`config.mk`:
```
export PLATFORM = sky130hd
export DESIGN_NAME = act_wb_arbiter_flat
export DESIGN_NICKNAME = d
export VERILOG_FILES = /design/src/rtl/act_wb_arbiter_pkg.sv /design/src/rtl/act_wb_arbiter_if.sv /design/src/rtl/act_wb_arbiter_wb_skid_fifo.sv /design/src/rtl/act_wb_arbiter.sv /design/src/flat_wrapper.sv
export SDC_FILE = /design/constraint.sdc
export NUM_CORES = 1
export LEC_CHECK = 0
export ABC_AREA = 1
export BUFFER_PORTS_ARGS = -buffer_cell sky130_fd_sc_hd__buf_4
export CAP_MARGIN = 25
export CORE_MARGIN = 1.5
export CORE_UTILIZATION = 61
export DETAILED_ROUTE_END_ITERATION = 16
export MAX_ROUTING_LAYER = met4
export PLACE_DENSITY = 0.88
export SLEW_MARGIN = 20
export SYNTH_ARGS = -nofsm -noshare
export SYNTH_HDL_FRONTEND = slang
export SYNTH_SLANG_ARGS = --single-unit
```
`constraint.sdc`:
```
create_clock -name clk -period 12.9 [get_ports clk]
set_input_delay 1.935 -clock clk [delete_from_list [all_inputs] [get_ports clk]]
set_output_delay 1.935 -clock clk [all_outputs]
set_load 0.01 [all_outputs]
```
`src/rtl/act_wb_arbiter_pkg.sv`:
```
// Shared types and sizing for the activation write-back arbiter.
// Beat layout, FSM states and width constants.
package act_wb_arbiter_pkg;

  localparam int ACT_DATA_WIDTH = 8;
  localparam int N_LANES        = 4;
  localparam int ADDR_WIDTH     = 32;
  localparam int DATA_WIDTH     = N_LANES * ACT_DATA_WIDTH;
  localparam int FIFO_DEPTH     = 4;
  localparam int HOST_MAX_WAIT  = 8;
  localparam int LVL_W          = $clog2(FIFO_DEPTH) + 1;
  localparam int STARVE_W       = $clog2(HOST_MAX_WAIT + 1);

  typedef enum logic [1:0] {
    WB_IDLE,
    WB_ISSUE_OB,
    WB_ISSUE_HOST
  } wb_state_t;

  typedef struct packed {
    logic [ADDR_WIDTH-1:0] addr;
    logic [DATA_WIDTH-1:0] data;
  } beat_t;

endpackage

```
`src/rtl/act_wb_arbiter_if.sv`:
```
// Bus bundle of the write-back arbiter: stream, host,
// memory port and status signals.
interface act_wb_if;
  import act_wb_arbiter_pkg::*;

  logic                  ob_en;
  logic [DATA_WIDTH-1:0] ob_word;
  logic [ADDR_WIDTH-1:0] ob_addr;
  logic                  host_valid;
  logic [ADDR_WIDTH-1:0] host_addr;
  logic [DATA_WIDTH-1:0] host_wdata;
  logic                  host_ready;
  logic                  mem_valid;
  logic [ADDR_WIDTH-1:0] mem_addr;
  logic [DATA_WIDTH-1:0] mem_wdata;
  logic                  mem_ready;
  logic                  overflow_clr;
  logic                  overflow;
  logic [LVL_W-1:0]      fifo_level;
  logic                  busy;

  modport master (
    output ob_en, ob_word, ob_addr,
    output host_valid, host_addr, host_wdata,
    output mem_ready, overflow_clr,
    input  host_ready, mem_valid, mem_addr,
    input  mem_wdata, overflow, fifo_level, busy
  );

  modport slave (
    input  ob_en, ob_word, ob_addr,
    input  host_valid, host_addr, host_wdata,
    input  mem_ready, overflow_clr,
    output host_ready, mem_valid, mem_addr,
    output mem_wdata, overflow, fifo_level, busy
  );

endinterface

```
`src/rtl/act_wb_arbiter_wb_skid_fifo.sv`:
```
// Skid FIFO for the no-backpressure output stream.
// Pointers carry one extra wrap bit for full/empty.
module wb_skid_fifo
  import act_wb_arbiter_pkg::*;
#(
  parameter  int DEPTH = FIFO_DEPTH,
  localparam int AW    = $clog2(DEPTH),
  localparam int LW    = AW + 1
) (
  input  logic          clk,
  input  logic          reset,
  input  logic          push,
  input  logic          pop,
  input  beat_t         din,
  output beat_t         dout,
  output logic [LW-1:0] level,
  output logic          full,
  output logic          empty
);

  localparam logic [AW:0]   ONE  = 1;
  localparam logic [LW-1:0] FULL = LW'(DEPTH);

  logic [AW:0] wr_ptr;
  logic [AW:0] rd_ptr;
  beat_t       mem [DEPTH];

  always_ff @(posedge clk or negedge reset) begin
    if (!reset) begin
      wr_ptr <= '0;
      rd_ptr <= '0;
    end else begin
      if (push) wr_ptr <= wr_ptr + ONE;
      if (pop)  rd_ptr <= rd_ptr + ONE;
    end
  end

  // Storage needs no reset; only the pointers define occupancy.
  always_ff @(posedge clk) begin
    if (push) mem[wr_ptr[AW-1:0]] <= din;
  end

  assign dout  = mem[rd_ptr[AW-1:0]];
  assign level = wr_ptr - rd_ptr;
  assign full  = (level == FULL);
  assign empty = (wr_ptr == rd_ptr);

endmodule

```
`src/rtl/act_wb_arbiter.sv`:
```
// Activation memory write-back arbiter: stream skid FIFO,
// host starvation guard and a registered memory write port.
module act_wb_arbiter
  import act_wb_arbiter_pkg::*;
(
  input  logic    clk,
  input  logic    reset,
  act_wb_if.slave bus
);

  localparam logic [LVL_W-1:0]    NEAR_FULL =
    LVL_W'(FIFO_DEPTH - 1);
  localparam logic [STARVE_W-1:0] MAX_WAIT  =
    STARVE_W'(HOST_MAX_WAIT);
  localparam logic [STARVE_W-1:0] ONE_W     = 1;

  wb_state_t            state;
  beat_t                ob_beat;
  beat_t                head;
  beat_t                out_q;
  logic                 valid_q;
  logic                 ovf_q;
  logic [STARVE_W-1:0]  starve_cnt;
  logic [LVL_W-1:0]     level;
  logic                 full;
  logic                 empty;
  logic                 push;
  logic                 pop;
  logic                 load_opp;
  logic                 host_pri;
  logic                 grant_host;
  logic                 load_ob;
  logic                 ovf_set;

  assign ob_beat = '{addr: bus.ob_addr, data: bus.ob_word};

  wb_skid_fifo #(
    .DEPTH (FIFO_DEPTH)
  ) u_fifo (
    .clk   (clk),
    .reset (reset),
    .push  (push),
    .pop   (pop),
    .din   (ob_beat),
    .dout  (head),
    .level (level),
    .full  (full),
    .empty (empty)
  );

  // A starved host still yields when the stream is close to dropping.
  always_comb begin
    load_opp   = (state == WB_IDLE) || (valid_q && bus.mem_ready);
    host_pri   = (starve_cnt >= MAX_WAIT) && (level < NEAR_FULL);
    grant_host = reset && load_opp && bus.host_valid
               && (empty || host_pri);
    load_ob    = load_opp && !empty && !grant_host;
    pop        = load_ob;
    push       = bus.ob_en && (!full || pop);
    ovf_set    = bus.ob_en && full && !pop;
  end

  always_ff @(posedge clk or negedge reset) begin
    if (!reset) begin
      state   <= WB_IDLE;
      valid_q <= 1'b0;
      out_q   <= '0;
    end else if (load_opp) begin
      unique case (1'b1)
        grant_host: begin
          state   <= WB_ISSUE_HOST;
          valid_q <= 1'b1;
          out_q   <= '{addr: bus.host_addr,
                       data: bus.host_wdata};
        end
        load_ob: begin
          state   <= WB_ISSUE_OB;
          valid_q <= 1'b1;
          out_q   <= head;
        end
        default: begin
          state   <= WB_IDLE;
          valid_q <= 1'b0;
        end
      endcase
    end
  end

  always_ff @(posedge clk or negedge reset) begin
    if (!reset) begin
      ovf_q <= 1'b0;
    end else if (bus.overflow_clr) begin
      ovf_q <= 1'b0;
    end else if (ovf_set) begin
      ovf_q <= 1'b1;
    end
  end

  always_ff @(posedge clk or negedge reset) begin
    if (!reset) begin
      starve_cnt <= '0;
    end else if (!bus.host_valid || grant_host) begin
      starve_cnt <= '0;
    end else if (starve_cnt != MAX_WAIT) begin
      starve_cnt <= starve_cnt + ONE_W;
    end
  end

  assign bus.host_ready = grant_host;
  assign bus.mem_valid  = valid_q;
  assign bus.mem_addr   = out_q.addr;
  assign bus.mem_wdata  = out_q.data;
  assign bus.overflow   = ovf_q;
  assign bus.fifo_level = level;
  assign bus.busy       = (level != '0) || valid_q;

endmodule

```
`src/flat_wrapper.sv`:
```
// flat-port wrapper written by rule: the top's interface ports become plain ports
module act_wb_arbiter_flat import act_wb_arbiter_pkg::*;
  (clk, reset, bus_ob_en, bus_ob_word, bus_ob_addr, bus_host_valid, bus_host_addr, bus_host_wdata, bus_mem_ready, bus_overflow_clr, bus_host_ready, bus_mem_valid, bus_mem_addr, bus_mem_wdata, bus_overflow, bus_fifo_level, bus_busy);
  act_wb_if bus_i ();
  input  logic clk;
  input  logic reset;
  input wire logic [$bits(bus_i.ob_en)-1:0] bus_ob_en;
  input wire logic [$bits(bus_i.ob_word)-1:0] bus_ob_word;
  input wire logic [$bits(bus_i.ob_addr)-1:0] bus_ob_addr;
  input wire logic [$bits(bus_i.host_valid)-1:0] bus_host_valid;
  input wire logic [$bits(bus_i.host_addr)-1:0] bus_host_addr;
  input wire logic [$bits(bus_i.host_wdata)-1:0] bus_host_wdata;
  input wire logic [$bits(bus_i.mem_ready)-1:0] bus_mem_ready;
  input wire logic [$bits(bus_i.overflow_clr)-1:0] bus_overflow_clr;
  output wire logic [$bits(bus_i.host_ready)-1:0] bus_host_ready;
  output wire logic [$bits(bus_i.mem_valid)-1:0] bus_mem_valid;
  output wire logic [$bits(bus_i.mem_addr)-1:0] bus_mem_addr;
  output wire logic [$bits(bus_i.mem_wdata)-1:0] bus_mem_wdata;
  output wire logic [$bits(bus_i.overflow)-1:0] bus_overflow;
  output wire logic [$bits(bus_i.fifo_level)-1:0] bus_fifo_level;
  output wire logic [$bits(bus_i.busy)-1:0] bus_busy;
  assign bus_i.ob_en = bus_ob_en;
  assign bus_i.ob_word = bus_ob_word;
  assign bus_i.ob_addr = bus_ob_addr;
  assign bus_i.host_valid = bus_host_valid;
  assign bus_i.host_addr = bus_host_addr;
  assign bus_i.host_wdata = bus_host_wdata;
  assign bus_i.mem_ready = bus_mem_ready;
  assign bus_i.overflow_clr = bus_overflow_clr;
  assign bus_host_ready = bus_i.host_ready;
  assign bus_mem_valid = bus_i.mem_valid;
  assign bus_mem_addr = bus_i.mem_addr;
  assign bus_mem_wdata = bus_i.mem_wdata;
  assign bus_overflow = bus_i.overflow;
  assign bus_fifo_level = bus_i.fifo_level;
  assign bus_busy = bus_i.busy;
  act_wb_arbiter u_core (.clk(clk), .reset(reset), .bus(bus_i));
endmodule
```
# After elaboration in Yosys (flattened, before gate mapping)
# Memory sizes are Yosys's and may differ from the RTL's.
# Cells that the tools add are included.
# word_totals
register_bits	78
latch_bits	0
ramBits	256
romBits	0
in_bits	134
elab_cells	54
mem_count	1
# op_classes
add_sub_neg	4
n_mul	0
n_div	0
order_cmp	2
eq_ne	3
n_shift	0
n_mux	9
bitwise	0
reduce_logical	27
# memory_table
memory	words	width	rd	rd_ports_with_merged_regs	write_ports	line_no	source
u_core.u_fifo.mem	4	64	1	0	1	act_wb_arbiter_wb_skid_fifo.sv:26	beat_t mem [DEPTH];
# op_table
op	count
$pmux 64 s2	1
$logic_and 1x1->1	10
$mux 4	2
$add 3x1->3 const B	2
$reduce_bool 2->1	3
$logic_not 1->1	5
$logic_or 1x1->1	5
$mux 1	5
$add 4x1->4 const B	1
$ge 4x4->1 const B	1
$ne 4x4->1 const B	1
$pmux 2 s2	1
$eq 3x3->1	1
$eq 3x3->1 const B	1
$lt 3x2->1 const B	1
$reduce_bool 3->1	1
$sub 3x3->3	1
$logic_not 2->1	1
$reduce_and 2->1	1
$reduce_or 2->1	1

# Depth between registers and ports, before layout
# logic_depth
depth_word	11
ltp_mapped	14

# Modules after synthesis
# From an unflattened synthesis, not the netlist that was laid out.
# unflattened
cells_unflattened	1201
area_unflattened_um2	14345.0
# by_module_without_submodules
module	n_inst	cells_each	area_per_inst_um2
wb_skid_fifo	1	797	10895.4
act_wb_arbiter	1	404	3449.6

# Worst setup path after synthesis
# Ideal clock, no wire load.
# synth_path
path_type	input to register
startpoint	input port bus_mem_ready
endpoint	memory u_core.u_fifo.mem[0][0] (netlist bit), enable pin
setup_ps	486
t_arrival_ps	5423
t_required_ps	12414
setup_slack_ps	6991
stages	9
n_path_buf	1
cell_sequence	nand2_1 -> o21ai_1 -> and3_1 -> nand2_1 -> buf_6 -> nand2_2 -> nand2_1 -> nand2_2 -> nor2_1
# synth_via
elab_chain_len	11
# synth_rtl
item	line_no	source
start: declaration	flat_wrapper.sv:13	input wire logic [$bits(bus_i.mem_ready)-1:0] bus_mem_ready;
$logic_and 1x1->1 *	act_wb_arbiter.sv:53	load_opp = (state == WB_IDLE) || (valid_q && bus.mem_ready);
$logic_or 1x1->1 *	act_wb_arbiter.sv:53	
$logic_and 1x1->1 (2 in a row)	act_wb_arbiter.sv:55	grant_host = reset && load_opp && bus.host_valid
$logic_and 1x1->1	act_wb_arbiter.sv:56	&& (empty || host_pri);
$logic_not 1->1	act_wb_arbiter.sv:57	load_ob = load_opp && !empty && !grant_host;
$logic_and 1x1->1 *	act_wb_arbiter.sv:57	
$logic_or 1x1->1 *	act_wb_arbiter.sv:59	push = bus.ob_en && (!full || pop);
$logic_and 1x1->1 *	act_wb_arbiter.sv:59	
$mux 1 *	act_wb_arbiter_wb_skid_fifo.sv:40	if (push) mem[wr_ptr[AW-1:0]] <= din;
$mux 1 (not written as such) *	act_wb_arbiter_wb_skid_fifo.sv:40	
end: declaration	act_wb_arbiter_wb_skid_fifo.sv:26	
# Mark *: on every way between the ends. The rest lies on a longest branch, timed or not.

# Worst setup path after layout
# layout_path
startpoint	input port bus_mem_ready
endpoint	memory u_core.u_fifo.mem[2][14] (netlist bit), enable pin
# The elaborated chain is that of the path after synthesis.

==> key figures <==
Outcome
  • Run status: completed

Floorplanning
  • Die area: 22,640 µm²
  • Die Y: between 150 and 200 µm
  • Die X: 150.5 µm
  • Starting Density: 0.6270
  • FP Rows: 53
  • Core Footprint: 21,150 µm²
  • Ports: 205

Power
  • Clock network power share: 0.233
  • Max IR drop VDD: 0.1660 mV
  • Int Pwr: 2.562 mW
  • Sequential power share: 0.400
  • Sw Ratio: 0.3750
  • Switching power: 1.538 mW
  • Leak pwr: 6.150 nW
  • Comb pwr share: 0.367
  • PwrDens: 256.4 nW/µm²

Global route
  • GR Util met2: 0.4878
  • Met1 Usage GRT: 0.3987
  • Busiest grt layer: met2
  • GRT Util Overall: 0.3077
  • GR Util met3: 0.04364
  • Largest net degree at the start of global routing: 99
  • First-pass GRT wire length: 51,410 µm
  • Vias in the first global route: 9,715
  • Initial antenna violation count: 0
  • GRT overflow: 0

Yosys
  • Fraction of registers with async set/reset: 0.2335
  • Synth Net Count: 1,228
  • Synthesized area: 13,260 µm²
  • Yosys warns: 0
  • Flops & latches, synth: 334
  • Syn Area/Cell: 12.24 µm²
  • Count leader, synth: edfxtp_1
  • Post-synth EDFFs: 256
  • Area share of the largest cell type after synthesis: 0.5796
  • Post-synth top flop: edfxtp_1
  • Seq/Total Area, Yosys: 0.7267
  • Synth cell types: 29
  • Syn Inst Count: 1,084
  • Synth top cells by count: edfxtp_1, nor2_1, o21ai_0
  • Yosys top cell by area: edfxtp_1
  • Ranking of synthesized cells by area: edfxtp_1, dfrtp_1, o21ai_0, nor2_1, nand3_1

Timing
  • Count of pins over their slew limit: 0
  • Final period utilization: 0.4629
  • Setup-failing EPs final: 0
  • Fmax: 0.1675 GHz
  • Setup TNS Final: 0 ns
  • Min Tclk post-route: 5.972 ns
  • Skew final: 0.01511 ns
  • Final worst slack: a little under 7 ns
  • Relative slew slack: 0.3583
  • Final Hold Fails: 0
  • Worst slew pin tran: 0.9626 ns
  • Unrepaired setup endpoints after global routing: false

Critical path
  • CP bufs+invs: 4
  • Critical path class: input port to flop
  • CP max-delay cell: nor2_4
  • Worst Reg2Reg Path Length in Cells: 11
  • Worst r2r src: u_core.u_fifo.rd_ptr[1]
  • Worst Setup EP: u_core.u_fifo.mem[2][14]
  • Setup crit start: bus_mem_ready
  • CP Data Arrival Time: 6.11 ns
  • Top delay family on crit path: simple AND/OR/NAND/NOR gates
  • CP Capture Type: flop
  • Reg-to-Reg End: u_core.u_fifo.mem[2][14]
  • Cells along the critical path: buf_4 -> nand2_1 -> o21ai_1 -> nand2_2 -> buf_4 -> inv_2 -> nand2_2 -> nand2_1 -> nand2_2 -> nor2_4 -> buf_4
  • Critical Path Max Stage Delay: 0.72 ns
  • Worst-path fanout max: 65
  • R2R Setup Slk: ~7.4 ns
  • Crit path depth: 11
  • Startpoint types: input port
  • Worst Path Required: roughly 13 ns

Layout
  • Antenna diodes: 0
  • Area grow syn2layout: 20.54%
  • Proportion of layout cells with a drive suffix above 1: 0.2195
  • Post-route core utilization: 0.7558
  • Final Net Count: ~1,400
  • Fillers: 1,229

Route
  • Wire length per cell: 21.59 µm
  • Via density: 6.292
  • Drt drc: 0
  • DR iter-0 viols: 1,163
  • Antenna viol nets, final: 0
  • Drt pass-1 iters: 5
  • Vias: 9,816
  • Routed WL: 33,690 µm

Clocking
  • CTS tree: done
  • Max Buffers Root-to-Sink: 3
  • Worst-path clk slew: around 0.06 ns
  • Post-cts sizing count: 0
  • Cts bufs inserted: 34
  • Setup Buffers After CTS: 0
  • Clock root buffer master: clkbuf_16
  • Htree depth: 2
  • CTS sink cnt: 334
  • Clk_lat worst skew: 0.51 ns
  • Hold buffers post-CTS: 0

Placed design
  • Dpl hpwl: about 19,000 µm
  • PortBufs: 204
  • Post-placement worst setup slack: 6.621 ns
  • RePlAce Congestion: 0.8327

Job
  • Max Cap Viol: 0

Worst hold path
  • Hold WC Path Type: flop to flop
[how the worst min path moves through the flow]
stage | start | endpoint | slack, ns | depth (start not counted)
final | u_core.state[1] | u_core.state[1] | 0.49 | 2
after global routing | u_core.state[1] | u_core.state[1] | 0.50 | 2
after CTS | u_core.state[1] | u_core.state[1] | 0.49 | 2
after detailed placement | u_core.state[1] | u_core.state[1] | 0.47 | 2
after global placement | u_core.state[1] | u_core.state[1] | 0.47 | 2
after floorplan | u_core.state[1] | u_core.state[1] | 0.45 | 2
[cells in the final DEF, fill, tap and decap left out, drive strengths merged, types with 4 or more instances in the layout]
master,synthesis,layout
nor2,165,165
clkbuf,36,47
buf,39,215
clkinv,0,11
a21oi,32,32
ha,9,9
nand2,94,94
o22ai,61,61
edfxtp,256,256
dfrtp,78,78
nand3,115,115
xor2,4,4
o21ai,158,158
inv,23,24
[through the flow]
step / hold slack (ns) / std cells / area, µm² / power (mW)
3_5_place_dp: 0.4707 / 1499 / 14890 / 3.104
5_1_grt: 0.5027 / 1560 / 15990 / 4.302
4_1_cts: 0.4875 / 1560 / 15990 / 4.085
3_3_place_gp: 0.4719 / 1498 / 14870 / 3.004
6_report: 0.4910 / 1560 / 15990 / 4.100
2_1_floorplan: 0.4495 / 1084 / 13260 / 2.578
[power groups by stage]
stage	clock, mW	combinational, mW	sequential [mW]
after floorplan	0	0.923	1.66
after global placement	0	1.37	1.63
after detailed placement	0	1.46	1.65
after CTS	0.959	1.49	1.63
after global routing	1.00	1.64	1.66
final	0.957	1.50	1.64
[worst register-to-register path, delay by kind of cell, from the launching register on]
family                     cells  cell delay (ns)
and+or+nand+nor                6             2.21
buffers and inverters          4             2.12
DFF                            1             0.41
adders and majority gates      1             0.34
[registers in the layout (all words and copies together) (netlist names)]
register	count
u_core.state	2
u_core.u_fifo.rd_ptr	3
u_core.bus.overflow	1
u_core.u_fifo.mem	256
u_core.starve_cnt	4
u_core.bus.mem_addr	32
u_core.bus.mem_wdata	32
u_core.u_fifo.wr_ptr	3
u_core.bus.mem_valid	1
[cells by family after synthesis]
logic type	Yosys count	synth area share
simple gates	382	0.1211
flops	334	0.7267
compound gates	255	0.1030
buf+inv	98	0.03585
fa+ha+maj	10	0.009999
xor+xnor	5	0.003301
[metal layers]
layer	wire, µm	vias up
met4	1428	0
met3	3355	114
met1	12260	4747
li1	-	4264
met5	0	-
met2	16640	691
[area by class of cell]
cell class | instances | area (µm²) | share of cell area
clock inverters | 14 | 98.84 | 0.006183
flip-flops and latches | 334 | 9644 | 0.6032
multi-input cells | 652 | 3192 | 0.1996
well taps | 275 | 344.1 | 0.02152
repair buffers | 215 | 1627 | 0.1017
clock buffers | 47 | 993.5 | 0.06214
inverters | 23 | 88.84 | 0.005556
(Power assumes the default switching activity.)
